==> src/rtl/act_func_scheduler_pkg.sv <==
// act_func_scheduler_pkg: FSM state encoding and activation mode constants shared by the scheduler
package act_func_scheduler_pkg;
  typedef enum logic [1:0] {IDLE = 2'd0, RUN = 2'd1, DRAIN = 2'd2} state_t;
  localparam logic MODE_SIG  = 1'b1;
  localparam logic MODE_TANH = 1'b0;
endpackage

==> src/rtl/act_func_scheduler_tag_pipe.sv <==
// act_tag_pipe: PIPE_LAT-deep {valid, mode} shift register (in_valid/in_mode in, out_valid/out_mode from last stage)
module act_tag_pipe #(
  parameter int PIPE_LAT = 3
) (
  input  logic clk,
  input  logic rst,
  input  logic in_valid,
  input  logic in_mode,
  output logic out_valid,
  output logic out_mode
);
  logic [PIPE_LAT-1:0] v, m;
  always_ff @(posedge clk) begin
    if (rst) begin
      v <= '0;
      m <= '0;
    end else begin
      v[0] <= in_valid;
      m[0] <= in_mode;
      for (int i = 1; i < PIPE_LAT; i++) begin
        v[i] <= v[i-1];
        m[i] <= m[i-1];
      end
    end
  end
  assign out_valid = v[PIPE_LAT-1];
  assign out_mode  = m[PIPE_LAT-1];
endmodule

==> src/rtl/act_func_scheduler.sv <==
// act_func_scheduler: round-robin sharing of one activation unit between sigmoid/tanh requesters (en/idle control, *_req/*_din/*_gnt in, act_* issue, *_valid/*_dout routed results)
module act_func_scheduler
  import act_func_scheduler_pkg::*;
#(
  parameter int DATA_W   = 16,
  parameter int PIPE_LAT = 3
) (
  input  logic              clk,
  input  logic              rst,
  input  logic              en,
  output logic              idle,
  input  logic              sig_req,
  input  logic [DATA_W-1:0] sig_din,
  output logic              sig_gnt,
  input  logic              tanh_req,
  input  logic [DATA_W-1:0] tanh_din,
  output logic              tanh_gnt,
  output logic              act_valid,
  output logic              act_mode,
  output logic [DATA_W-1:0] act_din,
  input  logic [DATA_W-1:0] act_dout,
  output logic              sig_valid,
  output logic [DATA_W-1:0] sig_dout,
  output logic              tanh_valid,
  output logic [DATA_W-1:0] tanh_dout
);
  localparam int CNT_W = $clog2(PIPE_LAT + 2);
  state_t           state, state_nxt;
  logic [CNT_W-1:0] in_flight;
  logic             last_sig, grant_ok, sel_sig, tag_valid, tag_mode;
  act_tag_pipe #(.PIPE_LAT(PIPE_LAT)) u_tag_pipe (
    .clk      (clk),
    .rst      (rst),
    .in_valid (act_valid),
    .in_mode  (act_mode),
    .out_valid(tag_valid),
    .out_mode (tag_mode)
  );
  always_comb begin
    grant_ok  = ~rst & en & (state != DRAIN) & (sig_req | tanh_req);
    sel_sig   = sig_req & (~tanh_req | ~last_sig);
    sig_gnt   = grant_ok & sel_sig;
    tanh_gnt  = grant_ok & ~sel_sig;
    state_nxt = en ? RUN : (state == IDLE || (state == DRAIN && in_flight == '0)) ? IDLE : DRAIN;
  end
  always_ff @(posedge clk) begin
    if (rst) begin
      state      <= IDLE;
      idle       <= 1'b1;
      last_sig   <= MODE_TANH;
      act_valid  <= 1'b0;
      act_mode   <= MODE_TANH;
      act_din    <= '0;
      sig_valid  <= 1'b0;
      tanh_valid <= 1'b0;
      sig_dout   <= '0;
      tanh_dout  <= '0;
      in_flight  <= '0;
    end else begin
      state      <= state_nxt;
      idle       <= state_nxt == IDLE;
      act_valid  <= grant_ok;
      sig_valid  <= tag_valid & (tag_mode == MODE_SIG);
      tanh_valid <= tag_valid & (tag_mode == MODE_TANH);
      in_flight  <= in_flight + CNT_W'(grant_ok) - CNT_W'(tag_valid);
      if (grant_ok) begin
        last_sig <= sel_sig;
        act_mode <= sel_sig ? MODE_SIG : MODE_TANH;
        act_din  <= sel_sig ? sig_din : tanh_din;
      end
      if (tag_valid && tag_mode == MODE_SIG) sig_dout <= act_dout;
      if (tag_valid && tag_mode == MODE_TANH) tanh_dout <= act_dout;
    end
  end
endmodule

==> config.mk <==
export PLATFORM = sky130hd
export DESIGN_NAME = act_func_scheduler
export DESIGN_NICKNAME = d
export VERILOG_FILES = /design/src/rtl/act_func_scheduler_pkg.sv /design/src/rtl/act_func_scheduler_tag_pipe.sv /design/src/rtl/act_func_scheduler.sv
export SDC_FILE = /design/constraint.sdc
export NUM_CORES = 1
export LEC_CHECK = 0
export ABC_AREA = 1
export CORE_MARGIN = 3
export CORE_UTILIZATION = 39
export DETAILED_ROUTE_END_ITERATION = 7
export PLACE_DENSITY = 0.77
export SYNTH_ARGS = -nofsm -noshare
export SYNTH_HDL_FRONTEND = slang
export SYNTH_SLANG_ARGS = --single-unit
export TNS_END_PERCENT = 30
==> constraint.sdc <==
create_clock -name clk -period 2.2 [get_ports clk]
set_clock_uncertainty 0.1 [all_clocks]
set_input_delay 0.33 -clock clk [delete_from_list [all_inputs] [get_ports clk]]
set_output_delay 0.33 -clock clk [all_outputs]
set_load 0.03 [all_outputs]
==> load_flow_metrics.sql <==
INSERT INTO impl_metrics (metric_group, metric, value, unit) VALUES
('timing', 'final.min_clock_period', '2.082', 'ns'),
('clocking', 'clock_sink_count', '64', ''),
('floorplanning', 'design.core.area', '0.006459', 'sq mm'),
('synth', 'synth_xor_area_share', '0.3319', '%'),
('timing', 'timing_hold_violations_final', '0', ''),
('clocking', 'holdBufCountCts', '0', ''),
('timing', 'rsz0062_at_grt', 'no', ''),
('layout', 'final-seq-area', '0.001281', 'sq mm'),
('power', 'p_leak', '1.781', 'nW'),
('clocking', 'post-cts-setup-buffer-count', '0', ''),
('setup_path', 'endpoint_kind', 'output port', ''),
('global_routing', 'grt.overflow.total', '0', ''),
('route', 'drt.antenna.violating_nets', '0', ''),
('global_routing', 'antenna_found_initial', '0', ''),
('hold_path', 'hold_wc_path_type', 'register to register', ''),
('layout', 'fin_area', '0.003954', 'sq mm'),
('synth', 'sequential_element_share_of_the_synthesized_area', '48.55', '%'),
('clocking', 'tritoncts.num_buffers', '9', ''),
('layout', 'insertedDiodeCount', '0', ''),
('timing', 'min_period_over_period', '94.64', '%'),
('synth', 'total_number_of_yosys_warnings', '0', ''),
('power', 'power_per_cell_area', '647.8', 'mW/mm^2'),
('placed_design', 'io_buffers', '107', ''),
('floorplanning', 'core.rowCount', '29', ''),
('route', 'vias_per_cell', '4.418', ''),
('power', 'vdd_ir_drop_max', '449.6', 'uV'),
('floorplanning', 'die_h', '88.26', 'um'),
('route', 'route.vias.total', '2505', ''),
('global_routing', 'vias_in_the_first_global_route', '2358', ''),
('route', 'routed_wl', '6384', 'um'),
('setup_path', 'cp-start-kind', 'input port', ''),
('timing', 'maxSlewViolCount', '0', ''),
('clocking', 'worst_setup_hold_path_clk_slew', '0.07', 'ns'),
('clocking', 'clock_insertion_delay_worst_skew', '0.33', 'ns'),
('clocking', 'clk_root_buffer_cell', 'sky130_fd_sc_hd__clkbuf_8', ''),
('floorplanning', 'ios', '108', ''),
('synth', 'post_synth_instance_area', '0.002639', 'sq mm'),
('setup_path', 'critical_path_class', 'input port to output port', ''),
('clocking', 'cts_max_path_buffers', '2', ''),
('synth', 'compound_gate_portion_of_the_synthesized_area', '6.638', '%'),
('placed_design', 'detailed_place_hpwl', '4663', 'um'),
('floorplanning', 'initial_utilization', '40.86', '%'),
('layout', 'post_synthesis_to_final_layout_area_growth', '49.83', '%'),
('synth', 'synth-adder-area-share', '1.707', '%'),
('route', 'drt_first_pass_iters', '4', ''),
('placed_design', 'dpl-instance-area', '0.003766', 'sq mm'),
('synth', 'syn-num-nets', '432', ''),
('synth', 'syn-mean-instance-area', '7.018', 'sq um'),
('clocking', 'cts-htree-levels', '3', ''),
('global_routing', 'all_layer_global_routing_usage', '17.52', '%'),
('flow_run', 'cap_violations', '0', ''),
('route', 'drtIter0Drc', '50', ''),
('clocking', 'cts_tree', 'done', ''),
('setup_path', 'path_max_fanout', '21', ''),
('global_routing', 'pin_count_of_the_biggest_net_entering_global_routing', '51', ''),
('setup_path', 'timing.critical_path.arrival', '1.65', 'ns'),
('global_routing', 'grt_pass1_wl', '10610', 'um'),
('synth', 'synth.area.mux_share', '0', '%'),
('timing', 'report.final.setup_viol', '0', ''),
('placed_design', 'pre_cts_ws', '-0.1999', 'ns'),
('floorplanning', 'die-area', '0.007789', 'sq mm'),
('synth', 'synthSimpleGateAreaFrac', '31.91', '%'),
('floorplanning', 'fp.dieW', '88.26', 'um'),
('layout', 'filler_cells', '615', ''),
('route', 'detail_routed_net_length_per_standard_cell', '11.26', 'um'),
('route', 'route.detailed.drc', '0', ''),
('clocking', 'post_cts_resized', '0', ''),
('timing', 'fmax', '480.3', 'MHz'),
('setup_path', 'crit_required', '1.77', 'ns'),
('timing', 'final_critical_path_setup_slack', '0.1180', 'ns'),
('timing', 'worst_pin_slew', '0.4793', 'ns'),
('synth', 'synth.ff_latch_count', '64', ''),
('synth', 'main_combinational_cell_family_by_area_after_synthesis', 'simple AND/OR/NAND/NOR gates', ''),
('synth', 'post_synth_inst_count', '376', ''),
('run_status', 'status', 'finished, final reports clean', ''),
('synth', 'netlist-cell-type-count', '24', ''),
('placed_design', 'final_gp_congestion', '0.7732', ''),
('layout', 'layout-drive-gt1-share', '6.531', '%'),
('layout', 'multi_input_comb_area', '0.001071', 'sq mm'),
('layout', 'final_net_count', '541', ''),
('timing', 'worst_slew_margin_rel', '68.01', '%');
-- routing by layer --
layer	up-vias	global-route usage, %	wire (um)
met1	1049	21.35	2994
met4	0	7.692	92
met2	104	27.67	2648
met3	8	6.611	648
li1	1344	-	-
met5	-	0	0
-- report_power, final --
part           total [mW]  leakage, nW  switching, mW  internal, mW
clock network       0.950       0.0920          0.433         0.517
registers            1.22        0.520         0.0207          1.20
logic               0.392         1.17          0.202         0.190
-- sequential cells by signal, summed over array words and instances, names as in the netlist --
register	cells
sig_dout	16
tanh_valid	1
idle	1
sig_valid	1
u_tag_pipe.m	3
state	2
in_flight	3
u_tag_pipe.v	3
act_mode	1
act_valid	1
tanh_dout	16
act_din	16
-- metrics by stage --
step           setup TNS [ns]  util (%)  total power [mW]  instances  hold WS, ns
6_report                    0     61.22             2.561        567       0.2954
5_1_grt                     0     61.22             2.696        567       0.3133
4_1_cts                     0     61.22             2.598        567       0.3013
3_5_place_dp          -0.3610     58.31             1.638        551       0.2960
3_3_place_gp          -0.2420     58.31             1.634        551       0.2945
2_1_floorplan               0         -             1.451        376       0.2883
-- logic make-up (layout without fill, tap and decap cells) --
logic type      count (synthesis)  after routing
compound gates                 35             35
xor+xnor                        1              1
fa+ha+maj                       3              3
buf+inv                        68            182
flops                          64             64
simple gates                  205            205
-- critical path, stage by stage --
cell and delay, ns:
sky130_fd_sc_hd__clkdlybuf4s50_1 0.45, sky130_fd_sc_hd__nor2_2 0.25, sky130_fd_sc_hd__nor2_8 0.08, sky130_fd_sc_hd__nand2_4 0.06, sky130_fd_sc_hd__buf_4 0.24, sky130_fd_sc_hd__a21oi_1 0.07
sky130_fd_sc_hd__buf_4 0.17
-- worst paths after layout --
path | start | end | slack [ns] | cells after the start
hold reg to reg | u_tag_pipe.v[1] | u_tag_pipe.v[2] | 0.30 | 2
setup / recovery | sig_req | tanh_gnt | 0.12 | 7
hold / removal | u_tag_pipe.v[1] | u_tag_pipe.v[2] | 0.30 | 2
setup reg to reg | state[0] | in_flight[2] | 0.35 | 10
-- synthesized netlist by cell type --
library cell | instances | area (sq um)
sky130_fd_sc_hd__a21oi_1 | 1 | 5.000
sky130_fd_sc_hd__and2_1 | 2 | 12.51
sky130_fd_sc_hd__buf_2 | 4 | 20.02
sky130_fd_sc_hd__buf_4 | 3 | 22.52
sky130_fd_sc_hd__buf_6 | 2 | 22.52
sky130_fd_sc_hd__clkbuf_1 | 8 | 30.03
sky130_fd_sc_hd__clkinv_1 | 1 | 3.750
sky130_fd_sc_hd__dfxtp_1 | 64 | 1281
sky130_fd_sc_hd__fa_1 | 1 | 20.02
sky130_fd_sc_hd__ha_1 | 2 | 25.02
sky130_fd_sc_hd__inv_1 | 49 | 183.9
sky130_fd_sc_hd__inv_2 | 1 | 3.750
sky130_fd_sc_hd__nand2_1 | 53 | 198.9
sky130_fd_sc_hd__nand2_4 | 2 | 22.52
sky130_fd_sc_hd__nand3_1 | 17 | 85.08
sky130_fd_sc_hd__nand4_1 | 1 | 6.260
sky130_fd_sc_hd__nor2_1 | 126 | 473.0
sky130_fd_sc_hd__nor2_2 | 1 | 6.260
sky130_fd_sc_hd__nor2_4 | 1 | 11.26
sky130_fd_sc_hd__nor2_8 | 1 | 20.02
sky130_fd_sc_hd__o21ai_0 | 33 | 165.2
sky130_fd_sc_hd__o21ai_1 | 1 | 5.000
sky130_fd_sc_hd__or2_2 | 1 | 6.260
sky130_fd_sc_hd__xor2_1 | 1 | 8.760
-- area by class of cell --
type,instances,area share [%]
clock buffer,10,3.228
clock inverter,6,1.519
timing repair buffer,115,28.48
inverter,51,4.842
multi-input combinational,244,27.09
tap,77,2.437
sequential,64,32.41
-- cells in the final DEF, fill, tap and decap left out, drive strengths merged, types with 2 or more instances in the layout --
cell	Yosys	routed
and2	2	2
nand2	55	55
clkbuf	8	10
nand3	17	17
o21ai	34	34
ha	2	2
clkinv	1	4
dfxtp	64	64
buf	9	10
nor2	129	129
clkdlybuf4s50	0	105
inv	50	50
clkinvlp	0	2
(Power assumes the default switching activity.)
